### src/rtl/fpu_bus_if.sv
// CPU-side 8-bit bus of the FPU peripheral: address/data, active-low strobes,
// and the cmd_end/busy status lines returned to the CPU.
interface fpu_bus_if;
  logic [7:0] databus_in;
  logic [7:0] databus_out;
  logic [3:0] addr;
  logic       cs;
  logic       rd;
  logic       wr;
  logic       end_ack;
  logic       cmd_end;
  logic       busy;

  modport master (
    output databus_in, addr, cs, rd, wr, end_ack,
    input  databus_out, cmd_end, busy
  );

  modport slave (
    input  databus_in, addr, cs, rd, wr, end_ack,
    output databus_out, cmd_end, busy
  );
endinterface

### src/rtl/fpu_bus_slave.sv
// FPU bus responder: operand/opcode/result registers, strobe decode and the
// IDLE/RUN/DONE sequencer. Optional core watchdog enabled by FPU_BUS_TIMEOUT_EN.
module fpu_bus_slave #(
  parameter int unsigned OP_W           = 4,
  parameter int unsigned TIMEOUT_CYCLES = 1024
) (
  input  logic            clk,
  input  logic            arst,
  fpu_bus_if.slave        bus,
  output logic [31:0]     core_a,
  output logic [31:0]     core_b,
  output logic [OP_W-1:0] core_op,
  output logic            core_start,
  input  logic            core_done,
  input  logic [31:0]     core_result
);
  typedef enum logic [1:0] {S_IDLE, S_RUN, S_DONE} state_t;

  state_t          state_q, state_d;
  logic [31:0]     a_q, a_d, b_q, b_d, res_q, res_d;
  logic [OP_W-1:0] op_q, op_d;
  logic            wr_prev_q;
  logic            start_err_q, start_err_d;
  logic            core_start_q, core_start_d;
  logic            commit, start_cmd;
  logic            timeout_hit, tmo;

  // One commit per wr low pulse: only the falling edge of wr (as sampled) counts.
  assign commit    = !bus.cs && !bus.wr && wr_prev_q;
  assign start_cmd = commit && (bus.addr == 4'd9);

`ifdef FPU_BUS_TIMEOUT_EN
  localparam int unsigned CNT_W = $clog2(TIMEOUT_CYCLES + 1);
  logic [CNT_W-1:0] cnt_q;
  logic             tmo_q;

  assign timeout_hit = (state_q == S_RUN) && !core_done &&
                       (cnt_q == CNT_W'(TIMEOUT_CYCLES - 1));
  assign tmo         = tmo_q;

  always_ff @(posedge clk or posedge arst) begin
    if (arst) begin
      cnt_q <= '0;
      tmo_q <= 1'b0;
    end else begin
      cnt_q <= (state_q == S_RUN) ? cnt_q + CNT_W'(1) : '0;
      if (state_q == S_IDLE && start_cmd) tmo_q <= 1'b0;
      else if (timeout_hit)               tmo_q <= 1'b1;
    end
  end
`else
  assign timeout_hit = 1'b0;
  assign tmo         = 1'b0;
`endif

  always_ff @(posedge clk or posedge arst) begin
    if (arst) begin
      state_q      <= S_IDLE;
      a_q          <= '0;
      b_q          <= '0;
      op_q         <= '0;
      res_q        <= '0;
      wr_prev_q    <= 1'b1;
      start_err_q  <= 1'b0;
      core_start_q <= 1'b0;
    end else begin
      state_q      <= state_d;
      a_q          <= a_d;
      b_q          <= b_d;
      op_q         <= op_d;
      res_q        <= res_d;
      wr_prev_q    <= bus.wr;
      start_err_q  <= start_err_d;
      core_start_q <= core_start_d;
    end
  end

  always_comb begin
    state_d      = state_q;
    a_d          = a_q;
    b_d          = b_q;
    op_d         = op_q;
    res_d        = res_q;
    start_err_d  = start_err_q;
    core_start_d = 1'b0;

    if (commit && state_q != S_RUN) begin
      case (bus.addr)
        4'd0, 4'd1, 4'd2, 4'd3: a_d[{bus.addr[1:0], 3'b000} +: 8] = bus.databus_in;
        4'd4, 4'd5, 4'd6, 4'd7: b_d[{bus.addr[1:0], 3'b000} +: 8] = bus.databus_in;
        4'd8:                   op_d = OP_W'(bus.databus_in);
        default: ;
      endcase
    end

    case (state_q)
      S_IDLE: begin
        if (start_cmd) begin
          state_d      = S_RUN;
          core_start_d = 1'b1;
          start_err_d  = 1'b0;
        end
      end
      S_RUN: begin
        if (start_cmd) start_err_d = 1'b1;
        if (core_done) begin
          res_d   = core_result;
          state_d = S_DONE;
        end else if (timeout_hit) begin
          res_d   = 32'h7FC0_0000;
          state_d = S_DONE;
        end
      end
      S_DONE: begin
        if (start_cmd)   start_err_d = 1'b1;
        if (bus.end_ack) state_d     = S_IDLE;
      end
      default: state_d = S_IDLE;
    endcase
  end

  always_comb begin
    bus.databus_out = '0;
    if (!bus.cs && !bus.rd) begin
      case (bus.addr)
        4'd0, 4'd1, 4'd2, 4'd3: bus.databus_out = a_q[{bus.addr[1:0], 3'b000} +: 8];
        4'd4, 4'd5, 4'd6, 4'd7: bus.databus_out = b_q[{bus.addr[1:0], 3'b000} +: 8];
        4'd8:  bus.databus_out = 8'(op_q);
        4'd9:  bus.databus_out = res_q[7:0];
        4'd10: bus.databus_out = res_q[15:8];
        4'd11: bus.databus_out = res_q[23:16];
        4'd12: bus.databus_out = res_q[31:24];
        4'd13: bus.databus_out = {4'b0000, tmo, start_err_q, bus.cmd_end, bus.busy};
        default: bus.databus_out = '0;
      endcase
    end
  end

  assign bus.busy    = (state_q == S_RUN);
  assign bus.cmd_end = (state_q == S_DONE);
  assign core_a      = a_q;
  assign core_b      = b_q;
  assign core_op     = op_q;
  assign core_start  = core_start_q;
endmodule
### src/flat_wrapper.sv
// flat-port wrapper written by rule: the top's interface ports become plain ports
module fpu_bus_slave_flat 
#(
  parameter int unsigned OP_W           = 4,
  parameter int unsigned TIMEOUT_CYCLES = 1024
)
  (clk, arst, core_a, core_b, core_op, core_start, core_done, core_result, bus_databus_in, bus_addr, bus_cs, bus_rd, bus_wr, bus_end_ack, bus_databus_out, bus_cmd_end, bus_busy);
  fpu_bus_if bus_i ();
  input  logic clk;
  input  logic arst;
  output logic [31:0] core_a;
  output logic [31:0] core_b;
  output logic [OP_W-1:0] core_op;
  output logic core_start;
  input  logic core_done;
  input  logic [31:0] core_result;
  input wire logic [$bits(bus_i.databus_in)-1:0] bus_databus_in;
  input wire logic [$bits(bus_i.addr)-1:0] bus_addr;
  input wire logic [$bits(bus_i.cs)-1:0] bus_cs;
  input wire logic [$bits(bus_i.rd)-1:0] bus_rd;
  input wire logic [$bits(bus_i.wr)-1:0] bus_wr;
  input wire logic [$bits(bus_i.end_ack)-1:0] bus_end_ack;
  output wire logic [$bits(bus_i.databus_out)-1:0] bus_databus_out;
  output wire logic [$bits(bus_i.cmd_end)-1:0] bus_cmd_end;
  output wire logic [$bits(bus_i.busy)-1:0] bus_busy;
  assign bus_i.databus_in = bus_databus_in;
  assign bus_i.addr = bus_addr;
  assign bus_i.cs = bus_cs;
  assign bus_i.rd = bus_rd;
  assign bus_i.wr = bus_wr;
  assign bus_i.end_ack = bus_end_ack;
  assign bus_databus_out = bus_i.databus_out;
  assign bus_cmd_end = bus_i.cmd_end;
  assign bus_busy = bus_i.busy;
  fpu_bus_slave #(.OP_W(OP_W), .TIMEOUT_CYCLES(TIMEOUT_CYCLES)) u_core (.clk(clk), .arst(arst), .bus(bus_i), .core_a(core_a), .core_b(core_b), .core_op(core_op), .core_start(core_start), .core_done(core_done), .core_result(core_result));
endmodule
### config.mk
export PLATFORM = sky130hd
export DESIGN_NAME = fpu_bus_slave_flat
export DESIGN_NICKNAME = d
export VERILOG_FILES = /design/src/rtl/fpu_bus_if.sv /design/src/rtl/fpu_bus_slave.sv /design/src/flat_wrapper.sv
export SDC_FILE = /design/constraint.sdc
export NUM_CORES = 1
export LEC_CHECK = 0
export ABC_AREA = 1
export CORE_MARGIN = 2
export CORE_UTILIZATION = 25
export CTS_CLUSTER_SIZE = 10
export DETAILED_ROUTE_END_ITERATION = 10
export PLACE_DENSITY = 0.56
export REMOVE_ABC_BUFFERS = 1
export SYNTH_ARGS = -nofsm -noshare
export SYNTH_HDL_FRONTEND = slang
export SYNTH_SLANG_ARGS = --single-unit
### constraint.sdc
create_clock -name clk -period 6 [get_ports clk]
set_input_delay 1.2 -clock clk [delete_from_list [all_inputs] [get_ports clk]]
set_output_delay 1.2 -clock clk [all_outputs]
set_load 0.005 [all_outputs]
==> results of run 1 <==
[per-stage QoR]
step           cells  worst slack [ns]  hold WS [ns]  util [%]  area, sq um
4_1_cts         1087            0.2229        0.5118     33.96         7366
6_report        1087            0.3452        0.5103     33.99         7371
3_3_place_gp    1071            0.2051        0.4880     32.52         7053
5_1_grt         1087            0.1709        0.5199     33.99         7371
2_1_floorplan    655             1.625        0.4781         -         5356
3_5_place_dp    1071            0.2471        0.4954     32.52         7053
[power groups by stage]
stage / logic, uW / registers, uW / clock network [uW]
CTS: 820 / 1050 / 631
detailed placement: 815 / 1060 / 0
global route: 899 / 1080 / 658
floorplan: 390 / 1040 / 0
finish: 810 / 1050 / 618
global placement: 809 / 1060 / 0
[final cells by class]
| class | count | area [sq um] |
|---|---|---|
| Timing Repair Buffer | 136 | 1344 |
| Inverter | 109 | 414.1 |
| Clock inverter | 5 | 60.06 |
| Multi-Input combinational cell | 441 | 2321 |
| Tap cell | 280 | 350.3 |
| Sequential cell | 105 | 2629 |
| Clock buffer | 11 | 252.7 |
| Fill cell | 2262 | 14320 |
[flip-flops by register name, indices dropped and copies added, names as in the netlist]
register and cells:
u_core.core_a 32, u_core.core_b 32, u_core.core_op 4, u_core.core_start 1, u_core.res_q 32, u_core.start_err_q 1, u_core.state_q 2, u_core.wr_prev_q 1
[repair_timing]
item | CTS | global route
buffers inserted | 0 | 0
gates resized for setup | 0 | 1
endpoints found under the setup margin | 0 | 6
hold endpoints to repair | 0 | 0
[layer usage]
metal | track usage (%) | part of all wire, %
met3 | 2.986 | 4.7
met5 | 0 | 0
met4 | 4.940 | 2.3
met2 | 24.60 | 47
met1 | 20.75 | 46
[worst max-delay path, stage by stage]
cell             delay (ns)
clkdlybuf4s50_1        0.56
clkinv_1               0.37
ha_1                   0.41
nor2_1                 0.20
nand2_4                0.27
nand2_4                0.38
nand2_1                0.12
nand3_1                0.09
nand3_1                0.12
nand3_1                0.16
a21oi_1                0.10
clkdlybuf4s50_1        0.45
[worst paths after layout]
check                             startpoint            endpoint  slack (ns)
min in group asynchronous               arst   u_core.state_q[0]        1.32
max reg2reg                u_core.state_q[1]     u_core.res_q[2]        3.79
max                              bus_addr[1]  bus_databus_out[6]        0.35
min reg2reg                  u_core.res_q[9]     u_core.res_q[9]        0.51
min                          u_core.res_q[9]     u_core.res_q[9]        0.51
max in group asynchronous               arst   u_core.core_b[10]        3.55
[synth_stat cells]
| cell | number |
|---|---|
| nand4_1 | 1 |
| o21ai_1 | 13 |
| nand3_1 | 103 |
| buf_4 | 4 |
| o2bb2ai_1 | 2 |
| buf_1 | 2 |
| o2111ai_1 | 1 |
| nand2_1 | 122 |
| inv_4 | 1 |
| a211oi_1 | 1 |
| a221oi_1 | 1 |
| or2_2 | 1 |
| inv_2 | 1 |
| nand3_4 | 2 |
| nand2_2 | 2 |
| dfstp_2 | 1 |
| inv_1 | 104 |
| mux2_2 | 18 |
| nor2_1 | 48 |
| buf_2 | 15 |
| dfrtp_1 | 104 |
| o211ai_1 | 1 |
| clkbuf_1 | 9 |
| o22ai_1 | 3 |
| ha_1 | 11 |
| a22o_1 | 1 |
| nand2_4 | 1 |
| o21ai_0 | 64 |
| nor3_1 | 11 |
| nor2_4 | 10 |
| clkinv_1 | 3 |
| a21oi_1 | 24 |
[logic make-up (layout without fill, tap and decap cells)]
logic type | Yosys count | after routing
buffers and inverters | 139 | 261
and+or+nand+nor | 301 | 301
adders and majority gates | 11 | 11
muxes | 18 | 18
DFF | 105 | 105
AOI/OAI and AO/OA | 111 | 111
==> flow_metrics.py, run 1 <==
metrics = {
    "run_status": {
        "status": "completed",
    },
    "layout": {
        "antenna_cells": 0,
        "layout_common_cells": "clkdlybuf4s50_1, nand2_1, dfrtp_1",
        "final_common_cell": "clkdlybuf4s50_1",
        "drive_above_1_share_pct": 7.559,
        "nets": 864,
        "area_growth_pct": 33.95,
    },
    "floorplan": {
        "rows": 54,
        "die_h_um": 152.4,
        "dieArea_sq_um": 23210,
        "start_util_pct": 25.37,
        "die_w_um": 152.4,
        "design.portCount": 130,
        "core_sq_um": 21690,
    },
    "clocking": {
        "cts_buffers": 9,
        "cts.clk_slew.worst_paths_ns": 0.07,
        "cts_sinks": 105,
        "cts_tree": "built",
        "worstSkewPairLatency_ns": 0.35,
        "holdBufCountCts": 0,
        "clock_tree.root_cell": "clkbuf_16",
        "htree_levels": 3,
        "cts_buffer_depth": 2,
    },
    "global_route": {
        "antenna_found_initial": 0,
        "grt_pass1_wl_um": 27590,
        "grt_usage_pct": 15.29,
        "grt_pass1_vias": 4783,
        "grt_max_degree": 55,
        "grt_overflow": 0,
    },
    "timing": {
        "drv_slew": 0,
        "tightest_slew_ns": 0.7312,
        "fin_skew_ns": 0.01126,
        "fin_crit_sh_pct": 94.25,
        "fin_crit_ns": 5.655,
        "setup_viol": 0,
        "rsz0062_at_grt": "false",
        "hold_violations": 0,
        "slew_headroom_pct": 51.14,
        "max_freq_ghz": 0.1768,
        "fin_setup_tns_ns": 0,
    },
    "synth": {
        "ys_seq_area_share_pct": 47.77,
        "synth-seq-cells": 105,
        "synth_area_leaders": "dfrtp_1, nand3_1, nand2_1",
        "synth-adder-area-share_pct": 2.501,
        "synth_top_family_by_area": "simple AND/OR/NAND/NOR gates",
        "synth-simple-area-share_pct": 25.31,
        "avgSynthCellArea_sq_um": 8.033,
        "syn-cell-area_sq_um": 5503,
        "synth_top_area_share_pct": 47.29,
        "synth_top_area_cell": "dfrtp_1",
        "synth_mux_area_share_pct": 3.683,
        "ys_warn_count": 0,
        "synth-compound-area-share_pct": 10.60,
        "postSynthCellCount": 685,
        "synth-xor-area-share_pct": 0,
        "synth_cell_types": 32,
    },
    "route": {
        "drc": 0,
        "vias": 4919,
        "viasPerCell": 4.525,
        "ant_nets": 0,
        "routed_wl_um": 17970,
        "drt_iter0_drc": 491,
        "drt_pre_antenna_iters": 5,
        "wl_per_cell_um": 16.54,
    },
    "worst_setup_path": {
        "reg2regPathDepth": 5,
        "start_kind": "input port",
        "end_kind": "output port",
        "worstPathRequired_ns": 4.80,
        "worstSetupPathType": "in2out",
        "crit_arrival_ns": 4.45,
        "crit_fanout": 35,
    },
    "power": {
        "p_leak_uw": 0.003299,
        "peakVddDrop_uv": 137.3,
        "powerDensity_nw_per_um2": 335.7,
        "intPower_uw": 1689,
        "switching_power_uw": 785.0,
        "p_seq_share_pct": 42.3,
        "swShare_pct": 31.73,
        "pwr-share-clk_pct": 25.0,
        "combPwrFrac_pct": 32.7,
        "power_uw": 2474,
    },
    "placement": {
        "io_buffers": 129,
        "dp_hpwl_um": 13870,
        "gp_congestion": 0.9196,
    },
    "hold_path": {
        "whs_path_depth": 1,
        "min_path_type": "reg2reg",
    },
    "flow_run": {
        "maxCapViolCount": 0,
    },
}
(Power assumes the default switching activity.)
==> inputs of run 2 (changes only) <==
--- a/config.mk
+++ b/config.mk
@@ -7,10 +7,10 @@
 export LEC_CHECK = 0
 export ABC_AREA = 1
 export CORE_MARGIN = 2
-export CORE_UTILIZATION = 25
+export CORE_UTILIZATION = 50
 export CTS_CLUSTER_SIZE = 10
 export DETAILED_ROUTE_END_ITERATION = 10
-export PLACE_DENSITY = 0.56
+export PLACE_DENSITY = 0.9
 export REMOVE_ABC_BUFFERS = 1
 export SYNTH_ARGS = -nofsm -noshare
 export SYNTH_HDL_FRONTEND = slang
==> run 2 against run 1 <==
Non-clock buffer count stayed put. Power is 8.8% lower. Sequential share of layout area is 1.6 points higher. Register-to-register slack better by 0.46 ns. Setup slack better by 0.0082 ns. Clock skew hardly changed. Largest cell class unchanged.
==> flow_metrics.py, run 2 (synthesis results as in run 1) <==
metrics = {
    "run_status": {
        "status": "completed",
    },
    "route": {
        "viasPerCell": 5.336,
        "drc": 0,
        "wl_per_cell_um": 16.29,
        "vias": 5053,
        "drt_iter0_drc": 504,
        "routed_wl_um": 15420,
        "ant_nets": 0,
        "drt_pre_antenna_iters": 6,
    },
    "global_route": {
        "grt_pass1_wl_um": 24230,
        "met1_usage_pct": 37.44,
        "grt_use_met2_pct": 41.79,
        "grt_util_met3_pct": 4.423,
        "grt_usage_pct": 26.92,
        "grt_overflow": 0,
        "antenna_found_initial": 0,
        "grt-busiest-layer": "met2",
        "grt_max_degree": 57,
        "grt_pass1_vias": 4726,
    },
    "power": {
        "powerDensity_nw_per_um2": 319.6,
        "p_leak_uw": 0.003226,
        "peakVddDrop_uv": 200.0,
    },
    "clocking": {
        "holdBufCountCts": 0,
        "clock_tree.root_cell": "clkbuf_8",
        "cts_tree": "built",
        "post_cts_buffers": 0,
        "cts_sinks": 105,
        "cts_buffers": 9,
        "cts_resized": 0,
        "htree_levels": 3,
        "worstSkewPairLatency_ns": 0.37,
        "cts.clk_slew.worst_paths_ns": 0.10,
        "cts_buffer_depth": 2,
    },
    "floorplan": {
        "die_w_um": 108.9,
        "die_h_um": 108.9,
        "design.portCount": 130,
        "start_util_pct": 50.99,
        "dieArea_sq_um": 11860,
        "rows": 38,
        "core_sq_um": 10790,
    },
    "timing": {
        "hold_violations": 0,
        "drv_slew": 0,
        "tightest_slew_ns": 0.6829,
        "fin_crit_ns": 5.647,
        "fin_crit_sh_pct": 94.11,
        "fin_skew_ns": 0.01104,
        "rsz0062_at_grt": "false",
        "max_freq_ghz": 0.1771,
        "fin_setup_tns_ns": 0,
        "slew_headroom_pct": 54.47,
        "setup_ws_ns": 0.3534,
        "setup_viol": 0,
        "holdWs_ns": 0.5173,
    },
    "layout": {
        "drive_above_1_share_pct": 7.559,
        "antenna_cells": 0,
        "final_common_cell": "clkdlybuf4s50_1",
        "area_growth_pct": 28.33,
        "final_util_pct": 65.43,
        "fin_cells": 947,
        "nets": 864,
        "fillers": 871,
        "layout_common_cells": "clkdlybuf4s50_1, nand2_1, dfrtp_1",
    },
    "placement": {
        "dp_slack_ns": 0.4728,
        "dp_hpwl_um": 11550,
        "io_buffers": 129,
        "gp_congestion": 0.9942,
        "numPlacedInstances": 931,
    },
    "worst_setup_path": {
        "crit_path_top_delay_cell": "clkdlybuf4s50_1",
        "crit_chain": "clkdlybuf4s50_1, clkinv_1, ha_1, nor2_1, nand2_4, nand2_2, nand2_1, nand3_1, nand3_1, nand3_1, a21oi_1, clkdlybuf4s50_1",
        "cp_common_cell": "nand3_1",
        "crit_arrival_ns": 4.45,
        "crit_buf_inv": 3,
        "end_kind": "output port",
        "worstPathRequired_ns": 4.80,
        "path_depth": 12,
        "cp_slowest_stage_delay_ns": 0.54,
        "start_kind": "input port",
        "crit_family": "simple AND/OR/NAND/NOR gates",
        "reg2regPathDepth": 7,
        "worstSetupPathType": "in2out",
        "crit_fanout": 35,
    },
    "hold_path": {
        "whs_path_depth": 1,
        "min_path_type": "reg2reg",
    },
    "flow_run": {
        "maxCapViolCount": 0,
    },
}
-- run 2: worst reg2reg max path: stages, from the launching register on --
cell and delay, ns:
dfrtp_1 0.39, inv_1 0.08, ha_1 0.25, nor2_4 0.21, nand3_4 0.20, nor2_4 0.33, nand2_1 0.10, o21ai_0 0.11
-- run 2: path summary, 6_finish.rpt --
kind,end,from,slack (ns)
setup / recovery,bus_databus_out[6],bus_addr[1],0.35
hold / removal,u_core.res_q[9],u_core.res_q[9],0.52
setup reg to reg,u_core.core_b[10],u_core.state_q[1],4.25
hold reg to reg,u_core.res_q[9],u_core.res_q[9],0.52
max in group asynchronous,u_core.core_a[2],arst,3.66
min in group asynchronous,u_core.core_a[16],arst,1.25
-- run 2: metal layers --
layer / share of wire (%) / wire, um / vias to the layer above
met5: 0 / 0 / -
met4: 4.0 / 620 / 0
met3: 7.4 / 1149 / 54
met2: 46 / 7145 / 230
met1: 42 / 6510 / 2327
li1: - / - / 2442
-- run 2: stage by stage --
step           cell area, sq um  total power, uW
5_1_grt                    7062             2396
3_5_place_dp               6878             1845
4_1_cts                    7062             2258
3_3_place_gp               6878             1819
6_report                   7062             2257
2_1_floorplan              5356             1428
-- run 2: layout make-up --
type	instances	area, sq um	area share, %
inverter	109	414.1	5.865
timing repair buffer	136	1344	19.03
tap	140	175.2	2.481
sequential	105	2629	37.23
clock buffer	9	123.9	1.754
clock inverter	7	60.06	0.8505
multi-input combinational	441	2316	32.80
-- run 2: power breakdown --
part	switching (uW)	internal, uW	leakage (uW)
Sequential	115	927	0.00110
Combinational	388	411	0.00204
Clock	260	157	0.0000844
==> inputs of run 3 (changes only) <==
--- a/config.mk
+++ b/config.mk
@@ -12,6 +12,7 @@
 export DETAILED_ROUTE_END_ITERATION = 10
 export PLACE_DENSITY = 0.9
 export REMOVE_ABC_BUFFERS = 1
+export SLEW_MARGIN = 40
 export SYNTH_ARGS = -nofsm -noshare
 export SYNTH_HDL_FRONTEND = slang
 export SYNTH_SLANG_ARGS = --single-unit
==> results of run 3 <==
Same layout as run 2: the final DEF is identical, and so are final timing and power.
